$ cat src/rtl/keypad_pkg.sv
// keypad_pkg
// Shared definitions for the keypad entry path:
//   - key codes produced by the debouncer (0..15 = single button index,
//     KEY_NONE = no button, KEY_MULTI = more than one button)
//   - function-key codes within the 0..15 range
//   - entry FSM state encoding
//   - small helpers for classifying key codes
package keypad_pkg;

    localparam logic [4:0] KEY_CLEAR = 5'd10;
    localparam logic [4:0] KEY_BACK  = 5'd11;
    localparam logic [4:0] KEY_ENTER = 5'd12;
    localparam logic [4:0] KEY_NONE  = 5'h1F;
    localparam logic [4:0] KEY_MULTI = 5'h1E;

    typedef enum logic [1:0] {
        S_WAIT_REL  = 2'd0,
        S_ARMED     = 2'd1,
        S_DEB_PRESS = 2'd2,
        S_ACT       = 2'd3
    } state_t;

    // Codes 0..9 are decimal digits.
    function automatic logic is_digit(input logic [4:0] code);
        return (code < 5'd10);
    endfunction

    // Codes 0..15 are one button pressed on its own.
    function automatic logic is_single(input logic [4:0] code);
        return (code < 5'd16);
    endfunction

endpackage

$ cat src/rtl/keypad_debouncer.sv
// keypad_debouncer
// Brings the 16 raw keypad lines into the clk_i domain, encodes them into a
// single key code and tracks how long that code has been unchanged.
// Ports:
//   clk_i    - oscillator clock
//   reset_n  - asynchronous active-low reset
//   buttons  - raw keypad lines, active-high, asynchronous
//   code     - encoded key: button index, KEY_NONE or KEY_MULTI
//   changed  - code differs from the previous cycle's code
//   stable   - code has been held for DEBOUNCE_CYCLES consecutive cycles
module keypad_debouncer
    import keypad_pkg::*;
#(
    parameter int DEBOUNCE_CYCLES = 20800
) (
    input  logic        clk_i,
    input  logic        reset_n,
    input  logic [15:0] buttons,
    output logic [4:0]  code,
    output logic        changed,
    output logic        stable
);

    localparam int CNT_W = (DEBOUNCE_CYCLES > 1) ? $clog2(DEBOUNCE_CYCLES) : 1;
    // The counter saturates one short of DEBOUNCE_CYCLES: the cycle that
    // loads zero is itself the first cycle of the stable run.
    localparam logic [CNT_W-1:0] CNT_LAST = CNT_W'(DEBOUNCE_CYCLES - 1);

    logic [15:0]      sync1_reg;
    logic [15:0]      sync2_reg;
    logic [4:0]       prev_code_reg;
    logic [CNT_W-1:0] cnt_reg;

    logic [4:0] ones_cnt;
    logic [4:0] one_idx;

    // Two-stage synchronizer on all lines.
    always_ff @(posedge clk_i or negedge reset_n) begin
        if (!reset_n) begin
            sync1_reg <= '0;
            sync2_reg <= '0;
        end else begin
            sync1_reg <= buttons;
            sync2_reg <= sync1_reg;
        end
    end

    // One-hot validation: population count plus index of the set bit.
    always_comb begin
        ones_cnt = '0;
        one_idx  = '0;
        for (int i = 0; i < 16; i++) begin
            if (sync2_reg[i]) begin
                ones_cnt = ones_cnt + 5'd1;
                one_idx  = 5'(i);
            end
        end
    end

    always_comb begin
        if (ones_cnt == 5'd0) begin
            code = KEY_NONE;
        end else if (ones_cnt == 5'd1) begin
            code = one_idx;
        end else begin
            code = KEY_MULTI;
        end
    end

    assign changed = (code != prev_code_reg);
    assign stable  = !changed && (cnt_reg == CNT_LAST);

    always_ff @(posedge clk_i or negedge reset_n) begin
        if (!reset_n) begin
            prev_code_reg <= KEY_NONE;
            cnt_reg       <= '0;
        end else begin
            prev_code_reg <= code;
            if (changed) begin
                cnt_reg <= '0;
            end else if (cnt_reg != CNT_LAST) begin
                cnt_reg <= cnt_reg + CNT_W'(1);
            end
        end
    end

endmodule

$ cat src/rtl/keypad_entry_ctrl.sv
// keypad_entry_ctrl
// Turns debounced keypad presses into digit-RAM writes, one action per press.
// Ports:
//   clk_i      - oscillator clock
//   reset_n    - asynchronous active-low reset
//   buttons    - raw keypad lines, active-high, asynchronous
//   mem_we     - RAM write enable, one-cycle pulse
//   mem_adr    - RAM address; idles at length, saturated to DEPTH-1
//   mem_din    - digit written (0-9)
//   length     - digits currently stored, 0..DEPTH
//   key_pulse  - one-cycle pulse per accepted key
//   key_code   - code of the last accepted key, KEY_NONE after reset
//   overflow   - one-cycle pulse when a digit is rejected because RAM is full
//   entry_done - high while entry is locked after ENTER, until CLEAR
module keypad_entry_ctrl
    import keypad_pkg::*;
#(
    parameter int DEBOUNCE_CYCLES = 20800,
    parameter int DEPTH           = 8,
    parameter int ADR_W           = 3
) (
    input  logic             clk_i,
    input  logic             reset_n,
    input  logic [15:0]      buttons,
    output logic             mem_we,
    output logic [ADR_W-1:0] mem_adr,
    output logic [3:0]       mem_din,
    output logic [ADR_W:0]   length,
    output logic             key_pulse,
    output logic [4:0]       key_code,
    output logic             overflow,
    output logic             entry_done
);

    localparam logic [ADR_W:0]   DEPTH_L = (ADR_W + 1)'(DEPTH);
    localparam logic [ADR_W-1:0] ADR_MAX = ADR_W'(DEPTH - 1);

    logic [4:0] code;
    logic       changed;
    logic       stable;

    state_t           state_reg;
    logic [4:0]       key_cand_reg;
    logic             mem_we_reg;
    logic [ADR_W-1:0] mem_adr_reg;
    logic [3:0]       mem_din_reg;
    logic [ADR_W:0]   length_reg;
    logic             key_pulse_reg;
    logic [4:0]       key_code_reg;
    logic             overflow_reg;
    logic             entry_done_reg;

    // Action decode; only non-trivial while in S_ACT.
    logic             act_we_next;
    logic             act_ovf_next;
    logic [ADR_W:0]   length_next;
    logic             entry_done_next;
    logic [ADR_W-1:0] idle_adr_next;

    keypad_debouncer #(
        .DEBOUNCE_CYCLES(DEBOUNCE_CYCLES)
    ) u_debouncer (
        .clk_i   (clk_i),
        .reset_n (reset_n),
        .buttons (buttons),
        .code    (code),
        .changed (changed),
        .stable  (stable)
    );

    always_comb begin
        act_we_next     = 1'b0;
        act_ovf_next    = 1'b0;
        length_next     = length_reg;
        entry_done_next = entry_done_reg;
        if (state_reg == S_ACT) begin
            if (is_digit(key_cand_reg)) begin
                if (!entry_done_reg) begin
                    if (length_reg == DEPTH_L) begin
                        act_ovf_next = 1'b1;
                    end else begin
                        act_we_next = 1'b1;
                        length_next = length_reg + (ADR_W + 1)'(1);
                    end
                end
            end else begin
                case (key_cand_reg)
                    KEY_CLEAR: begin
                        length_next     = '0;
                        entry_done_next = 1'b0;
                    end
                    KEY_BACK: begin
                        // Stale RAM contents are left in place; only the
                        // length shrinks.
                        if ((length_reg != '0) && !entry_done_reg) begin
                            length_next = length_reg - (ADR_W + 1)'(1);
                        end
                    end
                    KEY_ENTER: begin
                        entry_done_next = 1'b1;
                    end
                    default: begin
                    end
                endcase
            end
        end
    end

    // When full, length equals DEPTH which is not a valid address.
    assign idle_adr_next = (length_next >= DEPTH_L) ? ADR_MAX : length_next[ADR_W-1:0];

    always_ff @(posedge clk_i or negedge reset_n) begin
        if (!reset_n) begin
            state_reg      <= S_WAIT_REL;
            key_cand_reg   <= KEY_NONE;
            mem_we_reg     <= 1'b0;
            mem_adr_reg    <= '0;
            mem_din_reg    <= '0;
            length_reg     <= '0;
            key_pulse_reg  <= 1'b0;
            key_code_reg   <= KEY_NONE;
            overflow_reg   <= 1'b0;
            entry_done_reg <= 1'b0;
        end else begin
            mem_we_reg    <= 1'b0;
            key_pulse_reg <= 1'b0;
            overflow_reg  <= 1'b0;
            // During a write the address is the old length; otherwise it
            // tracks the (possibly updated) length.
            mem_adr_reg   <= act_we_next ? length_reg[ADR_W-1:0] : idle_adr_next;

            case (state_reg)
                S_WAIT_REL: begin
                    if ((code == KEY_NONE) && stable) begin
                        state_reg <= S_ARMED;
                    end
                end
                S_ARMED: begin
                    if (is_single(code)) begin
                        key_cand_reg <= code;
                        state_reg    <= S_DEB_PRESS;
                    end
                end
                S_DEB_PRESS: begin
                    if (code != key_cand_reg) begin
                        state_reg <= S_ARMED;
                    end else if (stable) begin
                        state_reg <= S_ACT;
                    end
                end
                S_ACT: begin
                    mem_we_reg     <= act_we_next;
                    overflow_reg   <= act_ovf_next;
                    key_pulse_reg  <= 1'b1;
                    key_code_reg   <= key_cand_reg;
                    length_reg     <= length_next;
                    entry_done_reg <= entry_done_next;
                    if (act_we_next) begin
                        mem_din_reg <= key_cand_reg[3:0];
                    end
                    state_reg <= S_WAIT_REL;
                end
                default: begin
                    state_reg <= S_WAIT_REL;
                end
            endcase
        end
    end

    assign mem_we     = mem_we_reg;
    assign mem_adr    = mem_adr_reg;
    assign mem_din    = mem_din_reg;
    assign length     = length_reg;
    assign key_pulse  = key_pulse_reg;
    assign key_code   = key_code_reg;
    assign overflow   = overflow_reg;
    assign entry_done = entry_done_reg;

endmodule

$ cat config.mk
export PLATFORM = sky130hd
export DESIGN_NAME = keypad_entry_ctrl
export DESIGN_NICKNAME = d
export VERILOG_FILES = /design/src/rtl/keypad_pkg.sv /design/src/rtl/keypad_debouncer.sv /design/src/rtl/keypad_entry_ctrl.sv
export SDC_FILE = /design/constraint.sdc
export NUM_CORES = 1
export LEC_CHECK = 0
export CAP_MARGIN = 30
export CORE_MARGIN = 4
export CORE_UTILIZATION = 30
export CTS_BUF_LIST = sky130_fd_sc_hd__clkbuf_8
export CTS_CLUSTER_DIAMETER = 200
export CTS_CLUSTER_SIZE = 20
export DETAILED_ROUTE_END_ITERATION = 10
export PLACE_DENSITY = 0.57
export SYNTH_ARGS = -nofsm -noshare
export SYNTH_HDL_FRONTEND = slang
export SYNTH_SLANG_ARGS = --single-unit
$ cat constraint.sdc
create_clock -name clk_i -period 27.1 [get_ports clk_i]
set_clock_uncertainty 0.15 [all_clocks]
set_input_delay 2.71 -clock clk_i [delete_from_list [all_inputs] [get_ports clk_i]]
set_output_delay 2.71 -clock clk_i [all_outputs]
set_load 0.005 [all_outputs]
# Word-level counts from Yosys, hierarchy flattened
# Cells that the tools add are included.
[totals]
inputBits = 18
word_cells = 125
regBits = 79
ramBits = 0
romBits = 0
output_inout_bits = 20
latchBits = 0
memories = 0
[classes]
n_eq_ne = 16
add_sub_neg = 18
n_div = 0
reduce_logical = 14
n_bitwise = 1
shifts = 0
n_lt_le_gt_ge = 3
n_mul = 0
n_mux = 59
[op_table]
columns = ["operator", "count"]
rows = [
  ["5-bit 2-to-1 mux", 17],
  ["5-bit by 1-bit adder with 5-bit output, second input constant", 14],
  ["4-bit 2-to-1 mux", 13],
  ["15-bit 2-to-1 mux", 2],
  ["3-bit 2-to-1 mux", 6],
  ["15-bit by 1-bit adder with 15-bit output, second input constant", 1],
  ["15-bit equality test, second input constant", 1],
  ["5-bit by 4-bit equality test with 1-bit output, second input constant", 3],
  ["15-bit inequality test, second input constant", 1],
  ["1-bit 2-to-1 mux", 12],
  ["2-bit 2-to-1 mux", 6],
  ["5-bit inequality test", 2],
  ["2-bit one-hot mux with 4 select lines", 1],
  ["4-bit one-hot mux with 2 select lines", 1],
  ["3-bit AND reduction", 2],
  ["5-bit by 1-bit equality test with 1-bit output, second input constant", 1],
  ["5-bit equality test, second input constant", 1],
  ["5-bit zero test", 1],
  ["5-bit by 4-bit < comparator with 1-bit output, second input constant", 1],
  ["5-bit < comparator, second input constant", 1],
  ["4-bit by 1-bit adder with 4-bit output, second input constant", 1],
  ["2-bit equality test, second input constant", 2],
  ["4-bit equality test, second input constant", 1],
  ["4-bit greater-or-equal comparator, second input constant", 1],
  ["13 further kinds", 19],
]

# Depth between registers and ports, before layout
# Gate-level depths: netlist of the first run.
[logic_depth]
word_depth = 40
ltp_mapped = 57
depth_no_buf = 56

# Cells and area by module
# From an unflattened synthesis of the first run, not the netlist that was laid out.
[unflattened]
cells_unflattened = 527
hier_area_um2 = 5156.2
[modules_own_cells]
columns = ["module", "cells_per_inst", "area_per_inst_um2", "instances"]
rows = [
  ["keypad_debouncer", 382, 3699.8, 1],
  ["keypad_entry_ctrl", 145, 1456.4, 1],
]

# Worst setup path after synthesis of the first run
# OpenSTA, ideal clock, no wires.
[synth_timing]
path_type = "reg2reg"
start = "register u_debouncer.sync2_reg[0]"
end = "register key_cand_reg[0]"
required_ns = 26.868
n_path_buf = 1
stages_incl_launch_ff = 55
period_less_slack_ns = 9.878
path_slack_ns = 17.222
setup_ns = 0.082
t_arrival_ns = 9.646
path_cell_list = "dfrtp_1 -> inv_1 -> ha_1 -> xor2_2 -> ha_1 -> nand2_1 -> o31ai_1 -> ha_1 -> nand2b_1 -> o21ai_0 -> inv_1 -> ha_1 -> mux2_2 -> and2_1 -> ha_1 -> a21o_1 -> ha_1 -> nand2b_1 -> [19 not listed] -> a21o_1 -> inv_1 -> ha_1 -> nand2_1 -> o21ai_0 -> ha_1 -> o22ai_1 -> inv_1 -> ha_1 -> xnor3_1 -> nor2_1 -> nand2_1 -> mux2i_1 -> o211ai_1 -> mux2_4 -> buf_6 -> nor3b_4 -> mux2_4"
[synth_between]
elab_chain_len = 36
[synth_lines]
columns = ["item", "line", "text"]
rows = [
  ["start, declared", "keypad_debouncer.sv:30", "logic [15:0] sync2_reg;"],
  ["start signal, assigned", "keypad_debouncer.sv:44", "sync2_reg <= sync1_reg;"],
  ["1-bit 2-to-1 mux (*)", "keypad_debouncer.sv:53", "if (sync2_reg[i]) begin"],
  ["1-bit by 1-bit adder with 2-bit output", "keypad_debouncer.sv:54", "ones_cnt = ones_cnt + 5'd1;"],
  ["5-bit 2-to-1 mux (*)", "keypad_debouncer.sv:53", ""],
  ["5-bit by 1-bit adder with 5-bit output", "keypad_debouncer.sv:54", ""],
  ["5-bit 2-to-1 mux (*)", "keypad_debouncer.sv:53", ""],
  ["5-bit by 1-bit adder with 5-bit output", "keypad_debouncer.sv:54", ""],
  ["5-bit 2-to-1 mux (*)", "keypad_debouncer.sv:53", ""],
  ["5-bit by 1-bit adder with 5-bit output", "keypad_debouncer.sv:54", ""],
  ["[21 not listed]", "--", ""],
  ["5-bit by 1-bit adder with 5-bit output", "keypad_debouncer.sv:54", ""],
  ["5-bit 2-to-1 mux (*)", "keypad_debouncer.sv:53", ""],
  ["5-bit by 1-bit equality test with 1-bit output", "keypad_debouncer.sv:63", "end else if (ones_cnt == 5'd1) begin"],
  ["5-bit 2-to-1 mux", "keypad_debouncer.sv:63", ""],
  ["5-bit 2-to-1 mux (*)", "keypad_debouncer.sv:61", "if (ones_cnt == 5'd0) begin"],
  ["net code[4]", "keypad_entry_ctrl.sv:38", "logic [4:0] code;"],
  ["5-bit < comparator (*)", "keypad_pkg.sv:30", "return (code < 5'd16);"],
  ["2-bit AND reduction (no source line) (*)", "--", ""],
  ["end signal, assigned", "keypad_entry_ctrl.sv:140", "key_cand_reg <= code;"],
  ["end, declared", "keypad_entry_ctrl.sv:43", "logic [4:0] key_cand_reg;"],
]
# The timed path passes the listed nets; every way through them passes the cells marked *.
# A chain may end at the register's enable or synchronous reset.

# Final worst setup path of the first run
[layout_timing]
start = "register u_debouncer.sync2_reg[1]"
end = "register state_reg[0]"
[layout_between]
elab_chain_len = 38
[layout_lines]
columns = ["item", "line", "text"]
rows = [
  ["5-bit 2-to-1 mux", "keypad_debouncer.sv:53", ""],
  ["5-bit by 1-bit adder with 5-bit output", "keypad_debouncer.sv:54", ""],
  ["5-bit 2-to-1 mux", "keypad_debouncer.sv:53", ""],
  ["5-bit by 1-bit adder with 5-bit output", "keypad_debouncer.sv:54", ""],
  ["5-bit 2-to-1 mux", "keypad_debouncer.sv:53", ""],
  ["5-bit by 1-bit adder with 5-bit output", "keypad_debouncer.sv:54", ""],
  ["5-bit 2-to-1 mux", "keypad_debouncer.sv:53", ""],
  ["5-bit by 1-bit adder with 5-bit output", "keypad_debouncer.sv:54", ""],
  ["[18 not listed]", "--", ""],
  ["5-bit 2-to-1 mux", "keypad_debouncer.sv:53", ""],
  ["5-bit by 1-bit adder with 5-bit output", "keypad_debouncer.sv:54", ""],
  ["5-bit 2-to-1 mux", "keypad_debouncer.sv:53", ""],
  ["5-bit by 1-bit equality test with 1-bit output", "keypad_debouncer.sv:63", ""],
  ["5-bit 2-to-1 mux", "keypad_debouncer.sv:63", ""],
  ["5-bit 2-to-1 mux (*)", "keypad_debouncer.sv:61", ""],
  ["net code[0]", "keypad_entry_ctrl.sv:38", ""],
  ["branches (longest 6 deep; another with 5-bit < comparator)", "--", ""],
  ["end signal, assigned", "keypad_entry_ctrl.sv:135", "state_reg <= S_ARMED;"],
  ["end signal, assigned", "keypad_entry_ctrl.sv:141", "state_reg <= S_DEB_PRESS;"],
  ["end signal, assigned", "keypad_entry_ctrl.sv:146", "state_reg <= S_ARMED;"],
  ["end, declared", "keypad_entry_ctrl.sv:42", "state_t state_reg;"],
]
# Mark *: on every way through the listed nets, which the timed path passes.

==> results of run 1 <==
[stage by stage]
stage,cell area [µm²],util (%)
floorplan,5160,-
global placement,5680,34.0
detailed placement,5680,34.0
CTS,5880,35.2
global route,5910,35.4
finish,5910,35.4
[critical path: cells and delay by family, from the launching register on]
| family | cells | cell delay [ps] |
|---|---|---|
| flip-flops | 1 | 370 |
| AND/OR/NAND/NOR | 17 | 2410 |
| adder cells (fa/ha/maj) | 14 | 4030 |
| buffers and inverters | 5 | 380 |
| multiplexers | 1 | 290 |
| AO/OA/AOI/OAI | 15 | 2360 |
| XOR/XNOR | 3 | 840 |
[layout by cell type (no fill, tap or decap), drive strengths merged, types with 7 or more instances in the layout]
master         Yosys  layout
a21oi             13      13
clkbuf            16       9
clkdlybuf4s50      0      36
dfrtp             64      64
dfstp             15      15
ha                18      18
inv               20      22
nand2             70      70
nand3             10      10
nand4             13      13
nor2              42      42
nor3               7       7
nor4               9       9
o211ai             7       7
o21ai             20      20
o31ai             10      10
xnor2             28      28
xnor3              7       7
xor2              30      30
[layer usage]
metal | vias up | track usage [%] | part of all wire (%)
li1 | 1911 | - | -
met1 | 1865 | 15.6 | 49
met2 | 38 | 18.7 | 47
met3 | 9 | 2.20 | 2.3
met4 | 0 | 3.24 | 1.2
met5 | - | 0 | 0
[worst paths after layout]
path / end / startpoint / cells after the start
max: state_reg[0]$_DFFE_PN0P_ / u_debouncer.sync2_reg[1]$_DFF_PN0_ / 55
min: u_debouncer.sync2_reg[2]$_DFF_PN0_ / u_debouncer.sync1_reg[2]$_DFF_PN0_ / 0
max reg2reg: state_reg[0]$_DFFE_PN0P_ / u_debouncer.sync2_reg[1]$_DFF_PN0_ / 55
min reg2reg: u_debouncer.sync2_reg[2]$_DFF_PN0_ / u_debouncer.sync1_reg[2]$_DFF_PN0_ / 0
max in group asynchronous: u_debouncer.prev_code_reg[3]$_DFF_PN1_ / reset_n / 2
min in group asynchronous: length[1]$_DFFE_PN0P_ / reset_n / 1
[kinds of logic after synthesis]
group,share of synthesized area [%]
buffers and inverters,3.92
AO/OA/AOI/OAI,13.6
multiplexers,2.83
adder cells (fa/ha/maj),4.55
flip-flops,38.6
AND/OR/NAND/NOR,21.3
XOR/XNOR,15.1
[cell type report]
class / count / area share, %
clock buffer: 9 / 2.10
sequential: 79 / 33.8
multi-input combinational: 401 / 50.2
timing repair buffer: 38 / 6.69
clock inverter: 7 / 1.23
inverter: 21 / 1.33
tap: 220 / 4.66
[power by group through the flow]
stage	clock (µW)	combinational (µW)	sequential (µW)
floorplan	0	278	131
global placement	0	300	134
detailed placement	0	308	134
CTS	91.3	309	132
finish	87.1	309	132
global route	96.9	346	133
==> flow_summary.html, run 1 <==
<table>
<tr><th>Metric</th><th>Value</th></tr>
<tr><th colspan="2">STA</th></tr>
<tr><td>Max_slew headroom</td><td>56.8%</td></tr>
<tr><td>Fmax</td><td>91.6 MHz</td></tr>
<tr><td>Hold slack</td><td>203 ps</td></tr>
<tr><td>Setup TNS after final layout</td><td>0 ps</td></tr>
<tr><td>Hold Fails Final Rpt</td><td>0</td></tr>
<tr><td>Fin. max-slew vios</td><td>0</td></tr>
<tr><td>RSZ-0062 raised after global routing</td><td>no</td></tr>
<tr><td>Count of endpoints failing setup in the final report</td><td>0</td></tr>
<tr><td>Min Tclk post-route</td><td>10920 ps</td></tr>
<tr><td>Setup ws final</td><td>16180 ps</td></tr>
<tr><td>Actual transition at the worst max-transition pin</td><td>645 ps</td></tr>
<tr><td>Crit share post-route</td><td>40.3%</td></tr>
<tr><th colspan="2">Pwr</th></tr>
<tr><td>Overall power of the completed layout</td><td>528 µW</td></tr>
<tr><td>Switching share of power</td><td>43.2%</td></tr>
<tr><td>Power dissipated by switching net loads</td><td>228 µW</td></tr>
<tr><td>Proportion of power drawn by the clock network</td><td>16.5%</td></tr>
<tr><td>Highest ir drop seen on vdd</td><td>0.0000646 V</td></tr>
<tr><td>Portion of total power attributed to sequential cells</td><td>25.0%</td></tr>
<tr><td>Relative contribution of combinational cells to total power</td><td>58.5%</td></tr>
<tr><td>LEAKAGE</td><td>0.00246 µW</td></tr>
<tr><td>PD cells</td><td>89.4 nW/µm²</td></tr>
<tr><td>Design internal power</td><td>300 µW</td></tr>
<tr><th colspan="2">Run status</th></tr>
<tr><td>Run status</td><td>completed</td></tr>
<tr><th colspan="2">GRT</th></tr>
<tr><td>Global-route wire length before repair</td><td>18.9 mm</td></tr>
<tr><td>Number of antenna violations at the first check in global routing</td><td>0</td></tr>
<tr><td>Global route overflow</td><td>0</td></tr>
<tr><td>Total routing resource utilization after global routing</td><td>11.4%</td></tr>
<tr><td>Number of global-route vias before repair</td><td>3865</td></tr>
<tr><td>Maximum number of pins on one net before global-route repair</td><td>80</td></tr>
<tr><th colspan="2">Logic synthesis</th></tr>
<tr><td>Post-synth design cell area</td><td>5160 µm²</td></tr>
<tr><td>Share of synthesized registers carrying an async set or reset</td><td>100%</td></tr>
<tr><td>Number of distinct library cells after synthesis</td><td>87</td></tr>
<tr><td>Proportion of netlist area held by the largest area contributor</td><td>31.0%</td></tr>
<tr><td>Register bit total from synthesis</td><td>79</td></tr>
<tr><td>Sequential fraction of the synthesis area</td><td>38.6%</td></tr>
<tr><td>Ranking of synthesized cells by instance count</td><td>nand2_1 (70), dfrtp_1 (64), nor2_1 (30)</td></tr>
<tr><td>Number of nets produced by synthesis</td><td>561</td></tr>
<tr><td>Synthesized instance count</td><td>525</td></tr>
<tr><td>Library cell with the highest instance count after synthesis</td><td>nand2_1</td></tr>
<tr><td>Most area-hungry cell type in the Yosys netlist</td><td>dfrtp_1</td></tr>
<tr><td>Warnings from Yosys</td><td>0</td></tr>
<tr><td>Mean area per synthesized cell</td><td>9.84 µm²</td></tr>
<tr><td>Cell types with the largest area share after synthesis</td><td>dfrtp_1 (31%), dfstp_2 (7.6%), nand2_1 (5.1%), xor2_1 (4.4%), ha_1 (4.4%)</td></tr>
<tr><td>Top flip-flop cell by instance count after synthesis</td><td>dfrtp_1</td></tr>
<tr><td>EDFF count, synth</td><td>0</td></tr>
<tr><th colspan="2">Clock network</th></tr>
<tr><td>Hold buffer count at cts</td><td>0</td></tr>
<tr><td>Clock insertion delay at the later pin of the skew report</td><td>350 ps</td></tr>
<tr><td>Longest Clk Path Bufs</td><td>2</td></tr>
<tr><td>CTS H-tree lvls</td><td>3</td></tr>
<tr><td>Num CTS Buffers</td><td>9</td></tr>
<tr><td>Root buffer cell</td><td>clkbuf_8</td></tr>
<tr><td>Number of clock sinks</td><td>79</td></tr>
<tr><td>CTS tree</td><td>yes</td></tr>
<tr><td>Clock slew at reported path FFs</td><td>80 ps</td></tr>
<tr><td>Postcts setup bufs</td><td>0</td></tr>
<tr><td>Cells resized by post-CTS repair</td><td>0</td></tr>
<tr><th colspan="2">Die</th></tr>
<tr><td>Die Outline Area</td><td>19400 µm²</td></tr>
<tr><td>Die outline height</td><td>139 µm</td></tr>
<tr><td>Die Width</td><td>139 µm</td></tr>
<tr><td>Top-level I/O count</td><td>38</td></tr>
<tr><td>Placeable core area</td><td>16700 µm²</td></tr>
<tr><td>Starting density of the core</td><td>30.9%</td></tr>
<tr><td>Cell Rows</td><td>47</td></tr>
<tr><th colspan="2">Critical path</th></tr>
<tr><td>Delay of the slowest critical-path stage</td><td>490 ps</td></tr>
<tr><td>Biggest fanout along the worst timing path</td><td>16</td></tr>
<tr><td>Most Frequent Cell on Critical Path</td><td>ha_1</td></tr>
<tr><td>Crit path max-delay cell type</td><td>or4b_4</td></tr>
<tr><td>Data arrival, critical path</td><td>11020 ps</td></tr>
<tr><td>Crit path capture type</td><td>register</td></tr>
<tr><td>Register-to-register setup slack</td><td>16180 ps</td></tr>
<tr><td>Startpoint-to-endpoint class of the critical path</td><td>register to register</td></tr>
<tr><td>Startpoint class of the critical path</td><td>register</td></tr>
<tr><td>Worst path required time</td><td>27200 ps</td></tr>
<tr><th colspan="2">Routing</th></tr>
<tr><td>Number of design-rule violations left by the first detailed-router iteration</td><td>191</td></tr>
<tr><td>Detail Route Antenna Nets</td><td>0</td></tr>
<tr><td>Via count</td><td>3823</td></tr>
<tr><td>Average vias per placed instance</td><td>4.93</td></tr>
<tr><td>Remaining DRCs</td><td>0</td></tr>
<tr><td>Number of iterations in the first detailed-routing pass</td><td>4</td></tr>
<tr><td>Detail-routed net length per standard cell</td><td>13.7 µm</td></tr>
<tr><td>Routed wire length</td><td>10.6 mm</td></tr>
<tr><th colspan="2">Cells and area</th></tr>
<tr><td>Area of all sequential standard cells</td><td>2000 µm²</td></tr>
<tr><td>Nets</td><td>586</td></tr>
<tr><td>Number of antenna cells inserted</td><td>0</td></tr>
<tr><td>P&amp;R area growth vs syn</td><td>14.4%</td></tr>
<tr><td>Area used by multi-input combinational logic</td><td>2970 µm²</td></tr>
<tr><td>Number of filler cells placed in the layout</td><td>1707</td></tr>
<tr><td>Non-filler cells in the finished layout</td><td>775</td></tr>
<tr><td>Share of layout cells above drive strength 1</td><td>13.9%</td></tr>
<tr><th colspan="2">Place</th></tr>
<tr><td>Detail Placement HPWL</td><td>7.71 mm</td></tr>
<tr><td>Final weighted congestion in routability-driven placement</td><td>0.819</td></tr>
<tr><td>Count of port buffers added during placement</td><td>37</td></tr>
<tr><td>Worst-case setup slack after placement</td><td>16260 ps</td></tr>
<tr><td># placed instances</td><td>758</td></tr>
<tr><th colspan="2">Min path</th></tr>
<tr><td>Worst min path class</td><td>register to register</td></tr>
<tr><th colspan="2">Job</th></tr>
<tr><td>Max-Cap Viols</td><td>0</td></tr>
</table>
(Power assumes the default switching activity.)
==> inputs of run 2 (changes only) <==
- clock period: 27.1 -> 11 ns (I/O delays scaled with it)
==> run 2 against run 1 <==
Count of clock-buffer cells in the layout up 1; global-route usage increased by 0.075 points; wire length rose by 3.3%; critical path type unchanged; largest cell class unchanged; largest power group unchanged.
==> flow_summary.html, run 2 (synthesized netlist as in run 1, its figures left out) <==
<table>
<tr><th>Metric</th><th>Value</th></tr>
<tr><th colspan="2">Run status</th></tr>
<tr><td>Run status</td><td>completed</td></tr>
<tr><th colspan="2">Place</th></tr>
<tr><td>Detail Placement HPWL</td><td>7.79 mm</td></tr>
<tr><td>Count of port buffers added during placement</td><td>37</td></tr>
<tr><td>Worst-case setup slack after placement</td><td>154 ps</td></tr>
<tr><td># placed instances</td><td>758</td></tr>
<tr><td>Final weighted congestion in routability-driven placement</td><td>0.819</td></tr>
<tr><th colspan="2">Die</th></tr>
<tr><td>Die outline height</td><td>139 µm</td></tr>
<tr><td>Starting density of the core</td><td>30.9%</td></tr>
<tr><td>Cell Rows</td><td>47</td></tr>
<tr><td>Placeable core area</td><td>16700 µm²</td></tr>
<tr><td>Die Width</td><td>139 µm</td></tr>
<tr><td>Die Outline Area</td><td>19400 µm²</td></tr>
<tr><td>Top-level I/O count</td><td>38</td></tr>
<tr><th colspan="2">STA</th></tr>
<tr><td>Min Tclk post-route</td><td>10330 ps</td></tr>
<tr><td>Actual transition at the worst max-transition pin</td><td>648 ps</td></tr>
<tr><td>Max_slew headroom</td><td>56.7%</td></tr>
<tr><td>Crit share post-route</td><td>93.9%</td></tr>
<tr><td>Hold Fails Final Rpt</td><td>0</td></tr>
<tr><td>Count of endpoints failing setup in the final report</td><td>0</td></tr>
<tr><td>Setup TNS after final layout</td><td>0 ps</td></tr>
<tr><td>Setup ws final</td><td>667 ps</td></tr>
<tr><td>Hold slack</td><td>204 ps</td></tr>
<tr><td>Fin. max-slew vios</td><td>0</td></tr>
<tr><td>Fmax</td><td>96.8 MHz</td></tr>
<tr><th colspan="2">Clock network</th></tr>
<tr><td>Clock slew at reported path FFs</td><td>80 ps</td></tr>
<tr><td>Number of clock sinks</td><td>79</td></tr>
<tr><td>Num CTS Buffers</td><td>9</td></tr>
<tr><td>Hold buffer count at cts</td><td>0</td></tr>
<tr><td>CTS H-tree lvls</td><td>3</td></tr>
<tr><td>Root buffer cell</td><td>clkbuf_8</td></tr>
<tr><td>Clock insertion delay at the later pin of the skew report</td><td>360 ps</td></tr>
<tr><td>Longest Clk Path Bufs</td><td>2</td></tr>
<tr><td>CTS tree</td><td>yes</td></tr>
<tr><th colspan="2">Critical path</th></tr>
<tr><td>R2r worst-path depth</td><td>55</td></tr>
<tr><td>Worst path required time</td><td>11120 ps</td></tr>
<tr><td>Launch point of the worst path</td><td>u_debouncer.sync2_reg[1]$_DFF_PN0_</td></tr>
<tr><td>Crit path max-delay cell type</td><td>or4b_4</td></tr>
<tr><td>Register-to-register setup slack</td><td>670 ps</td></tr>
<tr><td>Startpoint class of the critical path</td><td>register</td></tr>
<tr><td>FF-to-FF Start</td><td>u_debouncer.sync2_reg[1]$_DFF_PN0_</td></tr>
<tr><td>Crit Reg-Reg Endpoint</td><td>state_reg[0]$_DFFE_PN0P_</td></tr>
<tr><td>Most Frequent Cell on Critical Path</td><td>ha_1</td></tr>
<tr><td>Delay of the slowest critical-path stage</td><td>480 ps</td></tr>
<tr><td>Biggest fanout along the worst timing path</td><td>8</td></tr>
<tr><td>Startpoint-to-endpoint class of the critical path</td><td>register to register</td></tr>
<tr><td>Critical path endpoint</td><td>state_reg[0]$_DFFE_PN0P_</td></tr>
<tr><td>Data arrival, critical path</td><td>10450 ps</td></tr>
<tr><td>Crit path capture type</td><td>register</td></tr>
<tr><th colspan="2">Routing</th></tr>
<tr><td>Number of iterations in the first detailed-routing pass</td><td>4</td></tr>
<tr><td>Detail Route Antenna Nets</td><td>0</td></tr>
<tr><td>Detail-routed net length per standard cell</td><td>13.9 µm</td></tr>
<tr><td>Routed wire length</td><td>10.9 mm</td></tr>
<tr><td>Number of design-rule violations left by the first detailed-router iteration</td><td>225</td></tr>
<tr><td>Via count</td><td>3893</td></tr>
<tr><td>Average vias per placed instance</td><td>4.96</td></tr>
<tr><td>Remaining DRCs</td><td>0</td></tr>
<tr><th colspan="2">GRT</th></tr>
<tr><td>Maximum number of pins on one net before global-route repair</td><td>80</td></tr>
<tr><td>Global route overflow</td><td>0</td></tr>
<tr><td>Global-route wire length before repair</td><td>18.9 mm</td></tr>
<tr><td>Total routing resource utilization after global routing</td><td>11.5%</td></tr>
<tr><td>Number of antenna violations at the first check in global routing</td><td>0</td></tr>
<tr><td>Number of global-route vias before repair</td><td>3989</td></tr>
<tr><th colspan="2">Pwr</th></tr>
<tr><td>PD cells</td><td>237 nW/µm²</td></tr>
<tr><td>Portion of total power attributed to sequential cells</td><td>22.7%</td></tr>
<tr><td>Relative contribution of combinational cells to total power</td><td>60.0%</td></tr>
<tr><td>Highest ir drop seen on vdd</td><td>0.000159 V</td></tr>
<tr><td>Proportion of power drawn by the clock network</td><td>17.3%</td></tr>
<tr><td>LEAKAGE</td><td>0.00252 µW</td></tr>
<tr><td>Design internal power</td><td>846 µW</td></tr>
<tr><td>Power dissipated by switching net loads</td><td>590 µW</td></tr>
<tr><td>Switching share of power</td><td>41.1%</td></tr>
<tr><th colspan="2">Min path</th></tr>
<tr><td>Worst Hold Launch</td><td>u_debouncer.sync1_reg[10]$_DFF_PN0_</td></tr>
<tr><td>Worst min path class</td><td>register to register</td></tr>
<tr><th colspan="2">Cells and area</th></tr>
<tr><td>Nets</td><td>596</td></tr>
<tr><td>Most common cell after layout, fill and taps aside</td><td>nand2_1</td></tr>
<tr><td>P&amp;R area growth vs syn</td><td>17.5%</td></tr>
<tr><td>Number of antenna cells inserted</td><td>0</td></tr>
<tr><td>Share of layout cells above drive strength 1</td><td>17.2%</td></tr>
<tr><td>Post-Route Utilization</td><td>36.3%</td></tr>
<tr><td>Commonest cells after routing, fill and taps aside</td><td>nand2_1 (69), dfrtp_1 (63), clkdlybuf4s50_1 (36)</td></tr>
<tr><td>Non-filler cells in the finished layout</td><td>785</td></tr>
<tr><th colspan="2">Job</th></tr>
<tr><td>Max-Cap Viols</td><td>0</td></tr>
</table>
[run 2: through the flow]
step           instance area, µm²  total power (µW)
2_1_floorplan                5160              1010
3_3_place_gp                 5680              1070
3_5_place_dp                 5680              1090
4_1_cts                      5910              1340
5_1_grt                      6070              1550
6_report                     6070              1440
[run 2: worst min path at each step]
stage	to	slack, ps	cells after the start
floorplan	u_debouncer.sync2_reg[0]$_DFF_PN0_	180	0
global placement	u_debouncer.sync2_reg[2]$_DFF_PN0_	180	0
detailed placement	u_debouncer.sync2_reg[2]$_DFF_PN0_	190	0
CTS	u_debouncer.sync2_reg[2]$_DFF_PN0_	210	0
global route	u_debouncer.sync2_reg[6]$_DFF_PN0_	210	0
finish	u_debouncer.sync2_reg[10]$_DFF_PN0_	200	0
[run 2: power groups by stage]
| stage | clock network (µW) | registers [µW] | logic (µW) |
|---|---|---|---|
| floorplan | 0 | 322 | 686 |
| global placement | 0 | 330 | 740 |
| detailed placement | 0 | 331 | 758 |
| CTS | 256 | 325 | 763 |
| global route | 267 | 328 | 956 |
| finish | 248 | 326 | 862 |
[run 2: worst max-delay path: cells and delay by family, from the launching register on]
kind / cells / cell delay (ps)
buffers and inverters: 5 / 370
AO/OA/AOI/OAI: 15 / 2110
XOR/XNOR: 3 / 690
AND/OR/NAND/NOR: 17 / 2320
adder cells (fa/ha/maj): 14 / 3940
multiplexers: 1 / 290
flip-flops: 1 / 370
[run 2: repair_timing]
item / 4_1_cts / 5_1_grt
gates resized for setup: 0 / 12
endpoints found under the hold margin: 0 / 0
buffers inserted: 0 / 10
setup endpoints to repair: 0 / 25
[run 2: per-layer routing]
layer	wire (µm)	part of all wire [%]	GRT usage, %
met1	5290	48	15.4
met2	5170	47	18.9
met3	318	2.9	1.92
met4	153	1.4	4.27
met5	0	0	0
[run 2: area by class of cell]
cell class / count / area [µm²]
Inverter: 21 / 78.8
Sequential cell: 79 / 2000
Clock inverter: 6 / 92.6
Clock buffer: 10 / 138
Tap cell: 220 / 275
Timing Repair Buffer: 48 / 470
Multi-Input combinational cell: 401 / 3020
Fill cell: 1686 / 10600
